File: src/rtl/vx_tensor_smem_bridge.sv
// Tensor-core shared-memory operand bridge.
// Merges the A and B tile-fetch request streams onto a single shared-memory
// port, tagging each request with its source, and steers responses back into
// per-source FIFOs. Per-source credits bound outstanding requests to the FIFO
// depth, so the memory response channel never needs back-pressure.
module vx_tensor_smem_bridge #(
    parameter int ADDR_WIDTH      = 32,
    parameter int TAG_WIDTH       = 4,
    parameter int DATA_WIDTH      = 256,
    parameter int RSP_QUEUE_DEPTH = 4
) (
    input  logic                  clk,
    input  logic                  reset,

    input  logic                  a_req_valid,
    output logic                  a_req_ready,
    input  logic [ADDR_WIDTH-1:0] a_req_addr,
    input  logic [TAG_WIDTH-1:0]  a_req_tag,

    input  logic                  b_req_valid,
    output logic                  b_req_ready,
    input  logic [ADDR_WIDTH-1:0] b_req_addr,
    input  logic [TAG_WIDTH-1:0]  b_req_tag,

    output logic                  a_rsp_valid,
    input  logic                  a_rsp_ready,
    output logic [TAG_WIDTH-1:0]  a_rsp_tag,
    output logic [DATA_WIDTH-1:0] a_rsp_data,

    output logic                  b_rsp_valid,
    input  logic                  b_rsp_ready,
    output logic [TAG_WIDTH-1:0]  b_rsp_tag,
    output logic [DATA_WIDTH-1:0] b_rsp_data,

    output logic                  mem_req_valid,
    input  logic                  mem_req_ready,
    output logic [ADDR_WIDTH-1:0] mem_req_addr,
    output logic [TAG_WIDTH:0]    mem_req_tag,

    input  logic                  mem_rsp_valid,
    output logic                  mem_rsp_ready,
    input  logic [TAG_WIDTH:0]    mem_rsp_tag,
    input  logic [DATA_WIDTH-1:0] mem_rsp_data,

    output logic                  busy
);

    localparam int CNT_W = $clog2(RSP_QUEUE_DEPTH + 1);
    localparam int PTR_W = $clog2(RSP_QUEUE_DEPTH);
    localparam int PW    = PTR_W + 1;
    localparam int OFF_W = $clog2(DATA_WIDTH / 8);
    localparam int ENT_W = TAG_WIDTH + DATA_WIDTH;
    localparam logic [CNT_W-1:0] CREDITS = CNT_W'(RSP_QUEUE_DEPTH);

    // Index 0 is channel A, index 1 is channel B throughout.
    logic [CNT_W-1:0] cnt_q [2];
    logic [CNT_W-1:0] cnt_d [2];
    logic [PW-1:0]    wr_q  [2];
    logic [PW-1:0]    wr_d  [2];
    logic [PW-1:0]    rd_q  [2];
    logic [PW-1:0]    rd_d  [2];
    logic [ENT_W-1:0] fifo_q [2][RSP_QUEUE_DEPTH];
    logic [ENT_W-1:0] head  [2];
    logic             rr_q;
    logic             rr_d;

    logic [1:0] req_valid;
    logic [1:0] elig;
    logic [1:0] grant;
    logic [1:0] req_fire;
    logic [1:0] push;
    logic [1:0] pop;
    logic [1:0] rsp_valid;
    logic [1:0] rsp_ready;
    logic [1:0] full;
    logic       rsp_src;

    assign req_valid = {b_req_valid, a_req_valid};
    assign rsp_ready = {b_rsp_ready, a_rsp_ready};
    assign rsp_src   = mem_rsp_tag[TAG_WIDTH];

    // Eligibility, round-robin grant, FIFO status and next-state for counters and pointers.
    always_comb begin
        for (int s = 0; s < 2; s++) begin
            elig[s]      = reset && req_valid[s] && (cnt_q[s] < CREDITS);
            rsp_valid[s] = (wr_q[s] != rd_q[s]);
            full[s]      = (wr_q[s][PTR_W] != rd_q[s][PTR_W]) &&
                           (wr_q[s][PTR_W-1:0] == rd_q[s][PTR_W-1:0]);
            head[s]      = fifo_q[s][rd_q[s][PTR_W-1:0]];
            push[s]      = reset && mem_rsp_valid && (rsp_src == 1'(s));
        end
        grant[0] = elig[0] && (!elig[1] || !rr_q);
        grant[1] = elig[1] && !grant[0];
        req_fire = grant & {2{mem_req_ready}};
        pop      = rsp_valid & rsp_ready;
        for (int s = 0; s < 2; s++) begin
            cnt_d[s] = cnt_q[s] + CNT_W'(req_fire[s]) - CNT_W'(pop[s]);
            wr_d[s]  = wr_q[s] + PW'(push[s]);
            rd_d[s]  = rd_q[s] + PW'(pop[s]);
        end
        rr_d = (|req_fire) ? ~rr_q : rr_q;
    end

    assign mem_req_valid = |elig;
    assign mem_req_addr  = grant[1] ? b_req_addr : a_req_addr;
    assign mem_req_tag   = grant[1] ? {1'b1, b_req_tag} : {1'b0, a_req_tag};
    assign a_req_ready   = req_fire[0];
    assign b_req_ready   = req_fire[1];

    assign a_rsp_valid = rsp_valid[0];
    assign a_rsp_tag   = head[0][ENT_W-1 -: TAG_WIDTH];
    assign a_rsp_data  = head[0][DATA_WIDTH-1:0];
    assign b_rsp_valid = rsp_valid[1];
    assign b_rsp_tag   = head[1][ENT_W-1 -: TAG_WIDTH];
    assign b_rsp_data  = head[1][DATA_WIDTH-1:0];

    assign mem_rsp_ready = reset;
    assign busy          = reset && ((cnt_q[0] != '0) || (cnt_q[1] != '0));

    // Control state: credits, FIFO pointers and round-robin pointer, cleared by async reset.
    always_ff @(posedge clk or negedge reset) begin
        if (!reset) begin
            for (int s = 0; s < 2; s++) begin
                cnt_q[s] <= '0;
                wr_q[s]  <= '0;
                rd_q[s]  <= '0;
            end
            rr_q <= 1'b0;
        end else begin
            for (int s = 0; s < 2; s++) begin
                cnt_q[s] <= cnt_d[s];
                wr_q[s]  <= wr_d[s];
                rd_q[s]  <= rd_d[s];
            end
            rr_q <= rr_d;
        end
    end

    // Response storage; contents need no reset because the pointers mark validity.
    always_ff @(posedge clk) begin
        for (int s = 0; s < 2; s++) begin
            if (push[s]) begin
                fifo_q[s][wr_q[s][PTR_W-1:0]] <= {mem_rsp_tag[TAG_WIDTH-1:0], mem_rsp_data};
            end
        end
    end

    // Credit and alignment invariants that upstream/downstream must uphold.
    a_push_full: assert property (@(posedge clk) disable iff (!reset)
        !(push[0] && full[0]) && !(push[1] && full[1]));
    a_rsp_no_credit: assert property (@(posedge clk) disable iff (!reset)
        !(push[0] && cnt_q[0] == '0) && !(push[1] && cnt_q[1] == '0));
    a_cnt_underflow: assert property (@(posedge clk) disable iff (!reset)
        !(pop[0] && !req_fire[0] && cnt_q[0] == '0) && !(pop[1] && !req_fire[1] && cnt_q[1] == '0));
    a_cnt_overflow: assert property (@(posedge clk) disable iff (!reset)
        !(req_fire[0] && !pop[0] && cnt_q[0] == CREDITS) && !(req_fire[1] && !pop[1] && cnt_q[1] == CREDITS));
    a_addr_align: assert property (@(posedge clk) disable iff (!reset)
        !(a_req_valid && a_req_addr[OFF_W-1:0] != '0) && !(b_req_valid && b_req_addr[OFF_W-1:0] != '0));

endmodule

File: config.mk
export PLATFORM = sky130hd
export DESIGN_NAME = vx_tensor_smem_bridge
export DESIGN_NICKNAME = d
export VERILOG_FILES = /design/src/rtl/vx_tensor_smem_bridge.sv
export SDC_FILE = /design/constraint.sdc
export NUM_CORES = 1
export LEC_CHECK = 0
export BUFFER_PORTS_ARGS = -buffer_cell sky130_fd_sc_hd__buf_2
export CAP_MARGIN = 20
export CORE_AREA = 2 2 508 510
export CTS_CLUSTER_DIAMETER = 60
export DETAILED_ROUTE_END_ITERATION = 10
export DIE_AREA = 0 0 510 512
export PLACE_DENSITY = 0.57
export REMOVE_ABC_BUFFERS = 1
export SYNTH_ARGS = -nofsm -noshare
export SYNTH_HDL_FRONTEND = slang
export SYNTH_SLANG_ARGS = --single-unit
File: constraint.sdc
create_clock -name clk -period 25.7 [get_ports clk]
set_clock_uncertainty 0.05 [all_clocks]
set_input_delay 1.285 -clock clk [delete_from_list [all_inputs] [get_ports clk]]
set_output_delay 1.285 -clock clk [all_outputs]
set_load 0.01 [all_outputs]
# Word-level counts from Yosys, hierarchy flattened
# Memories as Yosys holds them, arrays and structs flattened.
# Index checks and enable logic that the tools add are counted.
totals:
  reg_bits: 19
  ram_bits: 2080
  in_bits: 341
  wordCells: 75
  mem_count: 1
classes:
  n_addsub: 8
  order_cmp: 8
  eq_ne: 2
  n_mux: 19
  bitwise: 8
  reduce_logical: 22
memory_table:
  columns: ["memory", "depth", "width", "rd", "rd_ports_with_merged_regs", "write_ports", "line_no", "rtl"]
  rows:
  - ["fifo_q", 2, 1040, 2, 0, 1, "62", "logic [ENT_W-1:0] fifo_q [2][RSP_QUEUE_DEPTH];"]
ops:
  columns: ["operator", "n"]
  rows:
  - ["$mux 1040", 4]
  - ["$mux 260", 6]
  - ["$bmux 260 s2", 2]
  - ["$demux 260 s2", 2]
  - ["$reduce_or 1040->1", 1]
  - ["$mux 32", 1]
  - ["$add 3x1->3", 6]
  - ["$ge 3x3->1 const B", 4]
  - ["$logic_and 1x1->1", 12]
  - ["$not 2->3", 4]
  - ["$lt 3x1->1 const B", 2]
  - ["$lt 3x3->1 const B", 2]
  - ["$ne 3x3->1", 2]
  - ["$reduce_bool 3->1", 2]
  - ["$sub 3x1->3", 2]
  - ["$mux 5", 1]
  - ["$and 2x2->2", 2]
  - ["$reduce_or 2->1", 2]
  - ["$logic_not 1->1", 3]
  - ["$mux 1", 3]
  - ["$logic_or 1x1->1", 2]
  - ["$not 1->1", 2]

# Longest topological paths before layout
logic_depth:
  word_depth: 10
  mapped_depth: 11
  mapped_depth_nobuf: 9

# Worst setup path before layout
# No wires, ideal clock.
synth_path:
  path_type: "input-to-reg"
  from: "in mem_rsp_tag[4]"
  to: "mem fifo_q[0][520] (netlist name) (enable)"
  t_arrival_ns: 20.231
  required_time_ns: 24.397
  setup_slack_ns: 4.166
  path_stages: 2
  path_cell_list: "nand3b_1 -> nor3b_1"
synth_between:
  elab_chain_cells: 5
synth_lines:
  columns: ["element", "line_no", "rtl"]
  rows:
  - ["start, declared", "42", "input logic [TAG_WIDTH:0] mem_rsp_tag,"]
  - ["$logic_and 1x1->1 or $not 1->1 (tied branches)", "90", "push[s] = reset && mem_rsp_valid && (rsp_src == 1'(s));"]
  - ["$mux 1 or $logic_and 1x1->1 (tied branches)", "142, 90", null]
  - ["$mux 1040 (implied by the code) or $mux 1 (tied branches)", "143, 142", null]
  - ["$reduce_or 1040->1 (no source line) or $mux 1040 (tied branches)", null, null]
  - ["$mux 1 (no source line) or $mux 1040 (tied branches)", null, null]
  - ["end, declared", "62", null]
# Several ways; a longest one is shown, not always the timed one.

# Worst setup path in the final report
layout_path:
  from: "reg rd_q[0] (netlist name)"
  to: "out b_rsp_data[83]"
layout_between:
  elab_chain_cells: 4
layout_lines:
  columns: ["element", "line_no", "rtl"]
  rows:
  - ["start, declared", "60", "logic [PW-1:0] rd_q [2];"]
  - ["start signal, assigned by index", "133", "rd_q[s] <= rd_d[s];"]
  - ["$not 2->3 (implied by the code)", "89", "head[s] = fifo_q[s][rd_q[s][PTR_W-1:0]];"]
  - ["$bmux 260 s2", "89", null]
  - ["$mux 260 (implied by the code) (2 in series)", "89", null]
  - ["end, declared", "33", "output logic [DATA_WIDTH-1:0] b_rsp_data,"]
# No other way between the ends. The select of a mux whose other input is x is not followed.

==> flow_metrics.py <==
metrics = {
    "outcome": {
        "outcome": "complete, no violations",
    },
    "setup_path": {
        "critPathKind": "register to primary output",
        "cp.required_ns": 24.36,
        "cp_max_fo": 38,
        "critPathLaunchType": "register",
        "end_kind": "primary output",
        "crit_slowest_cell": "dfrtp_4",
        "slowest_delay_ns": 0.87,
        "arrival_ns": 4.97,
        "path_cells": "buf_4 -> buf_4 -> buf_4 -> mux4_2 -> buf_2",
        "critPathMostFrequentCell": "buf_4",
    },
    "timing": {
        "finalSetupViolations": 0,
        "max_freq_mhz": 159,
        "worst_slack_ns": 19.39,
        "report.final.hold_viol_count": 0,
        "slew_headroom_pct": 17.7,
        "min_period_ns": 6.31,
        "min_period_over_period_pct": 24.5,
        "finalMaxSlewViolations": 0,
        "tns_ns": 0,
        "rsz0062_at_grt": "no",
        "worst_pin_slew_ns": 1.23,
    },
    "job": {
        "max_cap_viol_count": 0,
    },
    "clock_tree": {
        "cts_hold_buf": 0,
        "tritoncts": "done",
        "cts.sink_count": 2099,
        "worstSkewPairLatency_ns": 0.82,
        "clock_path_buffers": 3,
        "numCtsBuffers": 223,
        "clk_pin_slew_ns": 0.06,
        "cts-root-buf": "clkbuf_16",
        "ctsHtreeMaxLevel": 4,
        "cts_setup_buffers": 0,
        "ctsResizeCount": 0,
    },
    "power_and_ir_drop": {
        "leakagePower_nw": 30.3,
        "peakVddDrop_v": 0.0000722,
        "cellPowerDensity_nw_per_um2": 107,
        "finalPower_mw": 9.92,
    },
    "hold_path": {
        "hold_path.class": "input pin to async pin",
    },
    "placement": {
        "post-dp-hpwl_um": 126000,
        "numPortBuffers": 904,
        "dp_slack_ns": 19.97,
        "gp_congestion": 0.880,
    },
    "global_routing": {
        "grt_pass1_wl_um": 278000,
        "grt_start_max_net_pins": 123,
        "grt_pass1_vias": 36217,
        "grt_overflow": 0,
        "grtUsageTotal_pct": 14.8,
        "antenna_found_initial": 76,
    },
    "floorplan": {
        "die_y_um": 512,
        "io_pins": 905,
        "die_x_um": 510,
        "core_um2": 256000,
        "die_area_um2": 261000,
        "start_util_pct": 29.9,
        "rows": 186,
    },
    "yosys": {
        "async_flop_share_pct": 0.905,
        "ys_seq_elements": 2099,
        "ys_seq_area_share_pct": 82.3,
        "synth_edf_count": 2080,
        "synth_area_leaders": "edfxtp_1, mux4_2, buf_6",
        "synth_most_common_cell": "edfxtp_1",
        "avgSynthCellArea_um2": 26.9,
        "synth_cells": 2842,
        "synth_top_area_share_pct": 81.7,
        "yosysWarnings": 0,
        "ys_top_cells_by_count": "edfxtp_1, mux4_2, buf_2",
        "synth_top_area_cell": "edfxtp_1",
        "synthFlopType": "edfxtp_1",
        "ys_types": 32,
        "syn_area_um2": 76500,
    },
    "detailed_routing": {
        "vias": 35240,
        "finalWirelength_um": 198000,
        "highest_layer": "met5",
        "firstDrtPassIters": 5,
        "vias_per_cell": 4.68,
        "dr_wl_met2_um": 93500,
        "initialDrtViolationCount": 3129,
        "wl_met1_um": 80200,
        "antenna_left": 0,
        "post_drt_wl_per_cell_um": 26.3,
        "drc": 0,
        "dr_wl_met3_um": 18800,
    },
    "finish": {
        "drive_gt1_share_pct": 45.5,
        "syn2layout_area_growth_pct": 21.0,
        "nets": 4270,
    },
}
-- worst max-delay path, delay by kind of cell (launching register included) --
family	cells	cell delay (ns)
flops	1	0.87
buf+inv	4	2.38
mux	1	0.64
-- cells by family (layout without fill, tap and decap cells) --
kind of cell,Yosys count,in the layout,synth area share [%]
AOI/OAI and AO/OA,5,5,0.0523
xor gates and xnor gates,15,15,0.172
adders and majority gates,14,14,0.249
buffers and inverters,130,1397,1.20
DFF,2099,2099,82.3
muxes,556,556,15.9
other,0,35,0
and+or+nand+nor,23,23,0.177
-- metrics by stage --
stage	std cells	instance area [um^2]	hold WS (ns)	utilization [%]
floorplan	2721	75600	0.412	-
global placement	7074	85000	0.426	33.2
detailed placement	7074	85000	0.431	33.2
CTS	7493	92500	0.286	36.2
global route	7514	92600	0.344	36.2
finish	7528	92600	0.402	36.2
-- cell type report --
class | instances | area, um^2
fillers | 23279 | 163000
flip-flops and latches | 2099 | 63000
multi-input cells | 613 | 12700
clock buffers | 268 | 5750
repair buffers | 969 | 5070
well taps | 3384 | 4230
clock inverters | 151 | 1780
diodes | 35 | 87.6
inverters | 9 | 33.8
-- sequential cells by signal, indices dropped and copies added, names as in the netlist --
register and count:
cnt_q 6, rd_q 6, fifo_q 2080, rr_q 1, wr_q 6
-- routing by layer --
layer  track usage, %  vias to the layer above
met2             23.2                     1289
met4             3.97                       56
met5                0                        -
met1             19.4                    18952
li1                 -                    14589
met3             5.34                      354
-- worst paths after layout --
kind | to | from | slack (ns) | cells past startpoint
worst min-delay path | cnt_q[4] | reset | 0.40 | 1
min in group clk | rd_q[5] | rd_q[5] | 0.44 | 1
worst max-delay path | b_rsp_data[83] | rd_q[0] | 19.39 | 5
worst max register to register | fifo_q[0][1028] | wr_q[3] | 21.99 | 4
worst min register to register | rd_q[5] | rd_q[5] | 0.44 | 1
max in group asynchronous | rd_q[1] | reset | 24.71 | 1
-- where the power goes --
part	leakage, nW	internal [mW]	switching, mW
logic	7.66	1.12	1.49
clock network	3.65	1.87	1.36
registers	19.0	3.97	0.114
-- cell usage in the layout (no fill, tap or decap), types with 3 or more instances in the layout --
master	count
and2_1	3
buf_12	5
buf_2	904
buf_4	60
bufinv_16	25
clkbuf_1	45
clkbuf_16	223
clkinv_1	41
clkinv_16	11
clkinv_2	45
clkinv_4	5
clkinvlp_4	7
dfrtp_1	15
dfrtp_4	4
diode_2	35
edfxtp_1	2080
ha_1	12
inv_1	9
inv_16	4
inv_6	6
inv_8	5
mux2_2	29
mux2_4	7
mux4_2	520
nand2_1	4
nand3_1	3
xnor2_1	9
xor2_1	6
Power figures use the tool's default switching activity.
